File: src/rtl/iopage_master_pkg.sv
`default_nettype none
// ============================================================================
// Module      : iopage_master_pkg
// Description : Shared definitions for the iopage register bus. Holds the
//               bus address/data widths, the initiator state encodings and a
//               helper that forms the device-side address. Device register
//               blocks import this package for the same widths.
// Ports       : none (package)
// Revision    : 1.0 - initial release
// ============================================================================
package iopage_master_pkg;

  localparam int IOPAGE_AW = 13;
  localparam int IOPAGE_DW = 16;

  localparam logic [1:0] ST_IDLE   = 2'd0;
  localparam logic [1:0] ST_SETUP  = 2'd1;
  localparam logic [1:0] ST_STROBE = 2'd2;
  localparam logic [1:0] ST_DONE   = 2'd3;

  // Devices always return a full word, so every access except a byte write
  // presents the even address. A byte write keeps bit0 so the device can
  // pick the lane to update.
  function automatic logic [IOPAGE_AW-1:0] dev_addr(
    input logic [IOPAGE_AW-1:0] addr,
    input logic                 we,
    input logic                 byte_op
  );
    dev_addr = {addr[IOPAGE_AW-1:1], addr[0] & we & byte_op};
  endfunction

endpackage
`default_nettype wire

File: src/rtl/iopage_lane_steer.sv
`default_nettype none
// ============================================================================
// Module      : iopage_lane_steer
// Description : Combinational byte-lane steering for the iopage initiator.
//               Write side replicates the byte onto both lanes; read side
//               selects the addressed byte and zero-extends it.
// Ports       : byte_op   - access is a byte access
//               addr_lsb  - bit0 of the CPU byte address
//               wdata     - CPU write data (byte in [7:0])
//               dev_rdata - full word returned by the devices
//               wr_data   - steered write data toward the devices
//               rd_data   - steered read data toward the CPU
// Revision    : 1.0 - initial release
// ============================================================================
module iopage_lane_steer
  import iopage_master_pkg::*;
(
  input  logic                 byte_op,
  input  logic                 addr_lsb,
  input  logic [IOPAGE_DW-1:0] wdata,
  input  logic [IOPAGE_DW-1:0] dev_rdata,
  output logic [IOPAGE_DW-1:0] wr_data,
  output logic [IOPAGE_DW-1:0] rd_data
);

  // Byte written on both lanes so the device need not look at bit0 to find it.
  assign wr_data = byte_op ? {wdata[7:0], wdata[7:0]} : wdata;

  always_comb begin
    rd_data = dev_rdata;
    if (byte_op) begin
      if (addr_lsb) rd_data = {8'h00, dev_rdata[15:8]};
      else          rd_data = {8'h00, dev_rdata[7:0]};
    end
  end

endmodule
`default_nettype wire

File: src/rtl/iopage_master.sv
`default_nettype none
// ============================================================================
// Module      : iopage_master
// Description : Initiator side of the iopage register bus. Takes single
//               word/byte requests from the CPU, presents address in SETUP,
//               issues one rd/wr strobe, and acknowledges. Accesses that no
//               device decodes within TIMEOUT SETUP cycles complete as NXM.
// Ports       : clk, reset                  - clock, sync active-high reset
//               cpu_req/we/byte/addr/wdata  - CPU request (req sampled in IDLE)
//               cpu_busy/ack/nxm/rdata      - CPU status and read data
//               iopage_addr/rd/wr/byte_op   - device address and strobes
//               data_out                    - write data to devices
//               dev_data_in/decode/stall    - wired-OR device responses
// Revision    : 1.0 - initial release
// ============================================================================
module iopage_master
  import iopage_master_pkg::*;
#(
  parameter int TIMEOUT = 16
) (
  input  logic                 clk,
  input  logic                 reset,
  input  logic                 cpu_req,
  input  logic                 cpu_we,
  input  logic                 cpu_byte,
  input  logic [IOPAGE_AW-1:0] cpu_addr,
  input  logic [IOPAGE_DW-1:0] cpu_wdata,
  output logic                 cpu_busy,
  output logic                 cpu_ack,
  output logic                 cpu_nxm,
  output logic [IOPAGE_DW-1:0] cpu_rdata,
  output logic [IOPAGE_AW-1:0] iopage_addr,
  output logic                 iopage_rd,
  output logic                 iopage_wr,
  output logic                 iopage_byte_op,
  output logic [IOPAGE_DW-1:0] data_out,
  input  logic [IOPAGE_DW-1:0] dev_data_in,
  input  logic                 dev_decode,
  input  logic                 dev_stall
);

  localparam logic [7:0] C_CNT_LAST = 8'(TIMEOUT - 1);

  logic [1:0]           r_state;
  logic [7:0]           r_cnt;
  logic [IOPAGE_AW-1:0] r_addr;
  logic                 r_we;
  logic                 r_byte;
  logic                 r_nxm;
  logic [IOPAGE_DW-1:0] r_wdata;
  logic [IOPAGE_DW-1:0] r_rdata;

  logic [IOPAGE_DW-1:0] w_wr_data;
  logic [IOPAGE_DW-1:0] w_rd_data;
  logic                 w_active;

  iopage_lane_steer u_steer (
    .byte_op   (r_byte),
    .addr_lsb  (r_addr[0]),
    .wdata     (r_wdata),
    .dev_rdata (dev_data_in),
    .wr_data   (w_wr_data),
    .rd_data   (w_rd_data)
  );

  always_ff @(posedge clk) begin
    if (reset) begin
      r_state <= ST_IDLE;
      r_cnt   <= 8'd0;
      r_addr  <= '0;
      r_we    <= 1'b0;
      r_byte  <= 1'b0;
      r_nxm   <= 1'b0;
      r_wdata <= '0;
      r_rdata <= '0;
    end else begin
      case (r_state)
        ST_IDLE: begin
          r_cnt <= 8'd0;
          if (cpu_req) begin
            r_addr  <= cpu_addr;
            r_we    <= cpu_we;
            r_byte  <= cpu_byte;
            r_wdata <= cpu_wdata;
            r_nxm   <= 1'b0;
            r_state <= ST_SETUP;
          end
        end
        ST_SETUP: begin
          if (dev_decode && !dev_stall) begin
            r_state <= ST_STROBE;
          end else if (r_cnt == C_CNT_LAST) begin
            // Nobody answered: finish without a strobe and return zero data.
            r_nxm   <= 1'b1;
            r_rdata <= '0;
            r_state <= ST_DONE;
          end else begin
            r_cnt <= r_cnt + 8'd1;
          end
        end
        ST_STROBE: begin
          if (!r_we) r_rdata <= w_rd_data;
          r_state <= ST_DONE;
        end
        ST_DONE: begin
          r_state <= ST_IDLE;
        end
        default: begin
          r_state <= ST_IDLE;
        end
      endcase
    end
  end

  // Address, qualifier and write data are only driven while an access owns
  // the bus so the wired-OR device side sees zeros otherwise.
  assign w_active       = (r_state == ST_SETUP) || (r_state == ST_STROBE);
  assign iopage_addr    = w_active ? dev_addr(r_addr, r_we, r_byte) : '0;
  assign iopage_byte_op = w_active & r_byte;
  assign data_out       = (w_active && r_we) ? w_wr_data : '0;
  assign iopage_rd      = (r_state == ST_STROBE) && !r_we;
  assign iopage_wr      = (r_state == ST_STROBE) && r_we;

  assign cpu_busy  = (r_state != ST_IDLE);
  assign cpu_ack   = (r_state == ST_DONE);
  assign cpu_nxm   = cpu_ack & r_nxm;
  assign cpu_rdata = r_rdata;

endmodule
`default_nettype wire

File: config.mk
export PLATFORM = sky130hd
export DESIGN_NAME = iopage_master
export DESIGN_NICKNAME = d
export VERILOG_FILES = /design/src/rtl/iopage_master_pkg.sv /design/src/rtl/iopage_lane_steer.sv /design/src/rtl/iopage_master.sv
export SDC_FILE = /design/constraint.sdc
export NUM_CORES = 1
export LEC_CHECK = 0
export ABC_AREA = 1
export CAP_MARGIN = 5
export CORE_AREA = 2 2 87 89
export CTS_CLUSTER_DIAMETER = 40
export DETAILED_ROUTE_END_ITERATION = 10
export DIE_AREA = 0 0 89 91
export GPL_TIMING_DRIVEN = 0
export HOLD_SLACK_MARGIN = 0.05
export PLACE_DENSITY = 0.76
export SYNTH_ARGS = -nofsm -noshare
export SYNTH_HDL_FRONTEND = slang
export SYNTH_SLANG_ARGS = --single-unit
File: constraint.sdc
create_clock -name clk -period 1.7 [get_ports clk]
set_clock_uncertainty 0.1 [all_clocks]
set_input_delay 0.425 -clock clk [delete_from_list [all_inputs] [get_ports clk]]
set_output_delay 0.425 -clock clk [all_outputs]
set_load 0.005 [all_outputs]
==> results of run 1 <==
worst paths after layout:
kind | to | slack (ns)
worst min-delay path | cpu_rdata[13] | 0.35
worst max-delay path | cpu_nxm | -0.41
worst max register to register | cpu_rdata[4] | -0.02
worst min register to register | cpu_rdata[13] | 0.35
per-stage QoR:
step           area [µm²]  power (mW)  hold slack [ns]
2_1_floorplan        2920       3.687           0.3366
3_3_place_gp         4055       4.619           0.3518
3_5_place_dp         4055       4.686           0.3610
4_1_cts              4452       6.796           0.3497
5_1_grt              4658       7.835           0.3710
6_report             4658       7.361           0.3518
state kept, by name, summed over array words and instances (netlist names):
register / count
r_byte: 1
r_cnt: 8
r_wdata: 16
r_addr: 13
r_state: 2
r_we: 1
r_nxm: 1
cpu_rdata: 16
timing repair:
item                                   in CTS  in global routing
gates resized for setup                   203                 55
setup endpoints to repair                  73                 79
endpoints found under the hold margin       0                  0
cloned                                      2                  2
setup buffers                              14                  7
pin swaps                                   9                  7
hold buffers                                0                  0
layer usage:
metal	up-vias	wire length [µm]	global-route usage [%]
li1	1631	-	-
met1	1466	3714	25.93
met2	109	4300	34.45
met5	-	0	0
met3	14	599	4.636
met4	0	189	9.080
layout make-up:
class | instances | area, µm²
plain buffers | 20 | 142.6
clock buffers | 12 | 165.2
clock inverters | 4 | 72.57
fillers | 646 | 2479
inverters | 50 | 205.2
multi-input cells | 305 | 1643
flip-flops and latches | 58 | 1175
well taps | 99 | 123.9
repair buffers | 124 | 1131
cells in the mapped netlist:
cell / count / share of area, %
inv_1: 48 / 6.2
nand3_1: 20 / 3.5
nand3_4: 1 / 0.61
nor2_2: 20 / 4.3
clkinv_2: 1 / 0.17
a21oi_4: 1 / 0.56
nand2_4: 1 / 0.39
nand4_1: 1 / 0.22
nor3_1: 2 / 0.35
inv_2: 1 / 0.13
buf_4: 1 / 0.26
buf_12: 1 / 0.69
a211oi_1: 3 / 0.78
o21ai_4: 2 / 1.1
ha_1: 5 / 2.2
nor3b_1: 1 / 0.26
dfxtp_1: 58 / 40
nand2_2: 2 / 0.43
a21oi_1: 28 / 4.8
nand2_1: 69 / 9.0
o21ai_0: 49 / 8.5
or2_2: 1 / 0.22
buf_2: 1 / 0.17
nor2_1: 99 / 13
clkbuf_1: 17 / 2.2
cell usage in the layout, fill, tap and decap left out, types with 5 or more instances in the layout:
master	netlist	routed
a21oi_1	28	28
buf_2	1	24
buf_4	1	14
buf_6	0	13
clkbuf_1	17	11
clkbuf_2	0	5
clkbuf_8	0	12
clkdlybuf4s50_1	0	52
dfxtp_1	58	47
dfxtp_2	0	11
dlygate4sd2_1	0	14
inv_1	48	33
inv_2	1	11
inv_4	0	5
nand2_1	69	55
nand2_2	2	8
nand2_4	1	8
nand3_1	20	20
nor2_1	99	90
nor2_2	20	22
nor2_4	0	7
o21ai_0	49	44
o21ai_1	0	5
worst max-delay path, delay by kind of cell (launching register included):
family	cells	cell delay, ns
adder cells (fa/ha/maj)	1	0.18
flip-flops	1	0.35
buffers and inverters	3	0.67
AND/OR/NAND/NOR	1	0.05
cells by family (layout without fill, tap and decap cells):
| logic type | Yosys count | count (layout) | share of synthesized area (%) |
|---|---|---|---|
| AOI/OAI and AO/OA | 83 | 83 | 15.79 |
| DFF | 58 | 58 | 40.14 |
| buffers and inverters | 70 | 210 | 9.861 |
| adders and majority gates | 5 | 5 | 2.163 |
| and+or+nand+nor | 217 | 217 | 32.05 |
report_power, final:
group          internal (mW)  leakage [nW]  switching, mW
Clock                  0.943         0.119          0.552
Combinational           1.86          1.62           2.08
Sequential              1.72         0.482          0.212
Total                   4.52          2.22           2.84
==> results.txt, run 1 <==
Worst Hold Class = flip-flop to flip-flop
RSZ-0062 raised after global routing = yes
CP Capture Type = output pin
fin util = 65.27%
worst slew pin tran = 0.4795 ns
CTS Buffer Depth = 2
worst-path cell chain = buf_4, ha_2, nand2_1, inv_1, clkdlybuf4s50_1
GP Congestion = 0.8742
root buffer cell = clkbuf_8
R2R Path Start = r_state[1]
status = finished with violations
die footprint = 0.008099 mm²
critical path launch point type = flip-flop
total gr overflow = 0
Ant. Diodes = 0
# DRC = 0
sequential share of the synthesized area = 40.14%
Crit-path slowest cell = clkdlybuf4s50_1
Clock Sinks = 58
Final min period = 2.115 ns
Crit Path Category = flip-flop to output pin
H-tree levels = 3
Crit. Startpoint = r_state[0]
syn nets = 490
TritonCTS buffer count = 9
Clk pin slew, worst setup/hold paths = 0.07 ns
Leak = 2.220 nW
slew margin rel. = 68.03%
total negative slack = -11.51 ns
Layout Cells excl Fill = 672
largest net degree at the start of global routing = 11
drt wl/cell = 13.10 µm
FP Rows = 31
core area = 0.007137 mm²
final cycle utilization of the critical path = 124.4%
number of global-route vias before repair = 2960
final worst setup slack = -0.4147 ns
GRT Util Overall = 20.96%
worst slack, placed = -0.6603 ns
Area growth syn-to-layout = 61.03%
CTS tree = done
fmax = 472.9 MHz
initial antenna violation count = 0
final setup fails = 43
die width = 89 µm
Final Hold Fails = 0
Req. time, crit path = 1.17 ns
synth unique cells = 25
initial core utilization = 40.53%
R2R depth = 11
Max Cap Violations = 0
HPWL Detailed = 5921 µm
Via density = 4.792
Yosys warning count = 0
CP peak stage delay = 0.48 ns
Syn Inst Count = 433
hold path cells = 2
Vias = 3220
IO Pins = 103
post-synthesis cell area = 0.002893 mm²
register bit total from synthesis = 58
Avg Inst Size Synth = 6.681 µm²
Die Y = 91 µm
router iterations before antenna repair = 5
worst-skew pair later-pin latency = 0.34 ns
Max VDD drop = 721.8 µV
failing checks = negative setup slack
final net count = 625
remaining antenna violation count = 0
worst-path fanout max = 4
layout cells sized above 1 = 28.97%
crit path DAT = 1.59 ns
pins over their slew limit = 0
initial drt markers = 155
placed insts = 633
pwr dens = 1580 mW/mm²
wirelength, routed = 8802 µm
# port buffers = 101
Worst Hold Launch = cpu_rdata[13]
first-pass GRT wire length = 13380 µm
Power figures use the tool's default switching activity.
==> inputs of run 2 (changes only) <==
- CTS_CLUSTER_DIAMETER: 40 -> default
==> results of run 2 <==
No change in the layout: final DEF, timing and power equal those of run 1.
==> patch (flow settings as in run 1) <==
Reset style: asynchronous (`reset`), changed in one clocked block. Comments in the files are not updated.
--- a/src/rtl/iopage_master.sv
+++ b/src/rtl/iopage_master.sv
@@ -63,7 +63,7 @@
     .rd_data   (w_rd_data)
   );
 
-  always_ff @(posedge clk) begin
+  always_ff @(posedge clk or posedge reset) begin
     if (reset) begin
       r_state <= ST_IDLE;
       r_cnt   <= 8'd0;
Check against the original RTL: differs if reset is asserted again (counterexample within 4 cycles, from zero or initial values and one cycle with reset high); with reset held inactive, the same outputs for 10 cycles.
==> patch against run 1 <==
  * The run still ends with setup timing left
  * Setup slack worse by 0.11 ns
  * Global-route usage rose by 0.90 points
  * Worst hold slack worse by 0.0064 ns
  * Sequential cell count unchanged
  * Wire length up 0.98%
  * Power grew 20%
  * Count of clock-buffer cells in the layout increased by 3
  * Clock power is 18% lower
  * Via count shrank 5.4%
  * Synthesized area grew 4.0%
  * Final area is 2.0% higher
  * Sequential share of layout area grew 5.3 points
  * Critical path type unchanged
  * Largest power group unchanged
==> patch: results (changes against run 1) <==
met1 Use GR=0.270 (+0.0105); GRT Total Usage=0.219 (+0.00904); Setup-failing EPs final=34 (-21%); routing usage on met2=0.345 (unchanged); VDD IR-drop max=1180 uV (+63%); 1st-iter DRT viols=174 (+12%); part of the Yosys area used for sequential elements=0.482 (+0.0809); Syn Inst Count=371 (-14%); Routability Congestion=0.797 (-8.9%); compound-cell area share of the yosys netlist=0.0769 (-0.0809); Final nets=578 (-7.5%); IO Port Bufs=102 (+0.99%); first-pass detailed-route iteration total=4 (-1); metal3 WL=750 um (+25%); Non-Filler Instances=625 (-7.0%); fillcell total=586 (-9.3%); clk root buf=clkbuf_8; adder-cell share of the synthesized area=0.0208 (-0.000836); P_leak=2.51 nW (+13%); CP max FO=7 (+3); final worst setup slack=-0.526 ns (-0.111 ns); cts bufs inserted=9 (unchanged); placed cell areas=4180 um2 (+3.1%); post-synthesis async set-or-reset flop share=1.00 (+1.00); vias in the first global route=2875 (-2.9%); M1 wire length=3640 um (-2.0%); Synth area leaders=dfrtp_1 48%, nand2_1 11%, mux2_2 8.2%, nor2_1 7.2%, inv_1 6.1%; initial antenna violation count=0 (unchanged); CP max stage cell=dfrtp_1; Least-Margin Pin Slew=0.477 ns (-0.00219 ns); hold buffers post-CTS=0 (unchanged); grt met3 use=0.0827 (+0.0364); total routed wirelength=8890 um (+0.98%); vias per cell=4.87 (+1.7%); synth unique cells=23 (-8.0%); status=finished, violations left; Net Sw Power=3.52 mW (+24%); CP top delay family=buffers and inverters; largest net degree at the start of global routing=59 (+48); setup TNS=-13.80 ns (-2.29 ns); Critical Path Max Stage Delay=0.39 ns (-0.09 ns); first-pass GRT wire length=13800 um (+3.0%); post-synth net total=428 (-13%); share of layout cells above drive strength 1=0.300 (+0.0107); mux contribution to synthesized area=0.0823 (+0.0823); highest metal used=met4; diode count=0 (unchanged); placed cells=572 (-9.6%); path depth of the worst reg2reg path=7 (-4); yosys warns=0 (unchanged); leading cell types by count after synthesis=89 x nand2_1, 58 x dfrtp_1, 58 x nor2_1, 49 x inv_1, 30 x nand3_1; Hold WC Path Type=input pin to asynchronous set/reset pin; Post-synth EDFFs=0 (unchanged); worst-skew pair later-pin latency=0.34 ns (about the same); routed wl met2=4310 um (+0.26%); Detailed Place HPWL=5680 um (-4.1%); failing checks=setup timing; Longest Clk Path Bufs=2 (unchanged); crit path DAT=1.70 ns (+0.11 ns); pre-CTS setup slack=-0.753 ns (-0.0926 ns)
[patch: changes by cell type after synthesis, sizes merged, moves of 12 or more]
cell	change
nor2	-61
mux2	+22
nand2	+19
dfrtp	+58
clkbuf	-12
o21ai	-31
dfxtp	-58
[patch: power groups by stage]
stage / Sequential (mW) / Combinational, mW / Clock, mW
floorplan: 2.14 / 2.20 / 0
global placement: 2.18 / 4.01 / 0
detailed placement: 2.21 / 4.06 / 0
CTS: 2.19 / 4.61 / 1.22
global route: 2.27 / 5.90 / 1.30
finish: 2.21 / 5.42 / 1.22
[patch: final timing paths]
kind / endpoint / from / slack [ns]
worst max-delay path: data_out[12] / r_state[1] / -0.53
worst min-delay path: r_wdata[7] / reset / 0.35
worst max register to register: cpu_rdata[0] / r_byte / 0
worst min register to register: cpu_rdata[3] / cpu_rdata[3] / 0.37
max in group asynchronous: cpu_rdata[13] / reset / 0.62
min in group clk: cpu_rdata[3] / cpu_rdata[3] / 0.37
[patch: worst register-to-register path: stages (launching register included)]
cell and delay (ns):
dfrtp_1 0.35, buf_2 0.19, nand2_1 0.33, inv_1 0.21, o21ai_0 0.21, nor2_1 0.06, nand3_1 0.08, nand2_1 0.06
[patch: repair_timing]
action | CTS | global route
hold endpoints to repair | 0 | 0
setup buffers | 18 | 18
resized for setup | 177 | 50
endpoints found under the setup margin | 78 | 57
pin swaps | 4 | 6
cloned | 1 | 1
[patch: cell type report]
type	count	area [um2]	share of cell area
timing repair buffer	139	1200	0.253
clock inverter	1	7.51	0.00158
clock buffer	15	176	0.0371
sequential	58	1450	0.306
inverter	50	204	0.0429
multi-input combinational	250	1470	0.308
tap	99	124	0.0261
buffer	13	119	0.0250
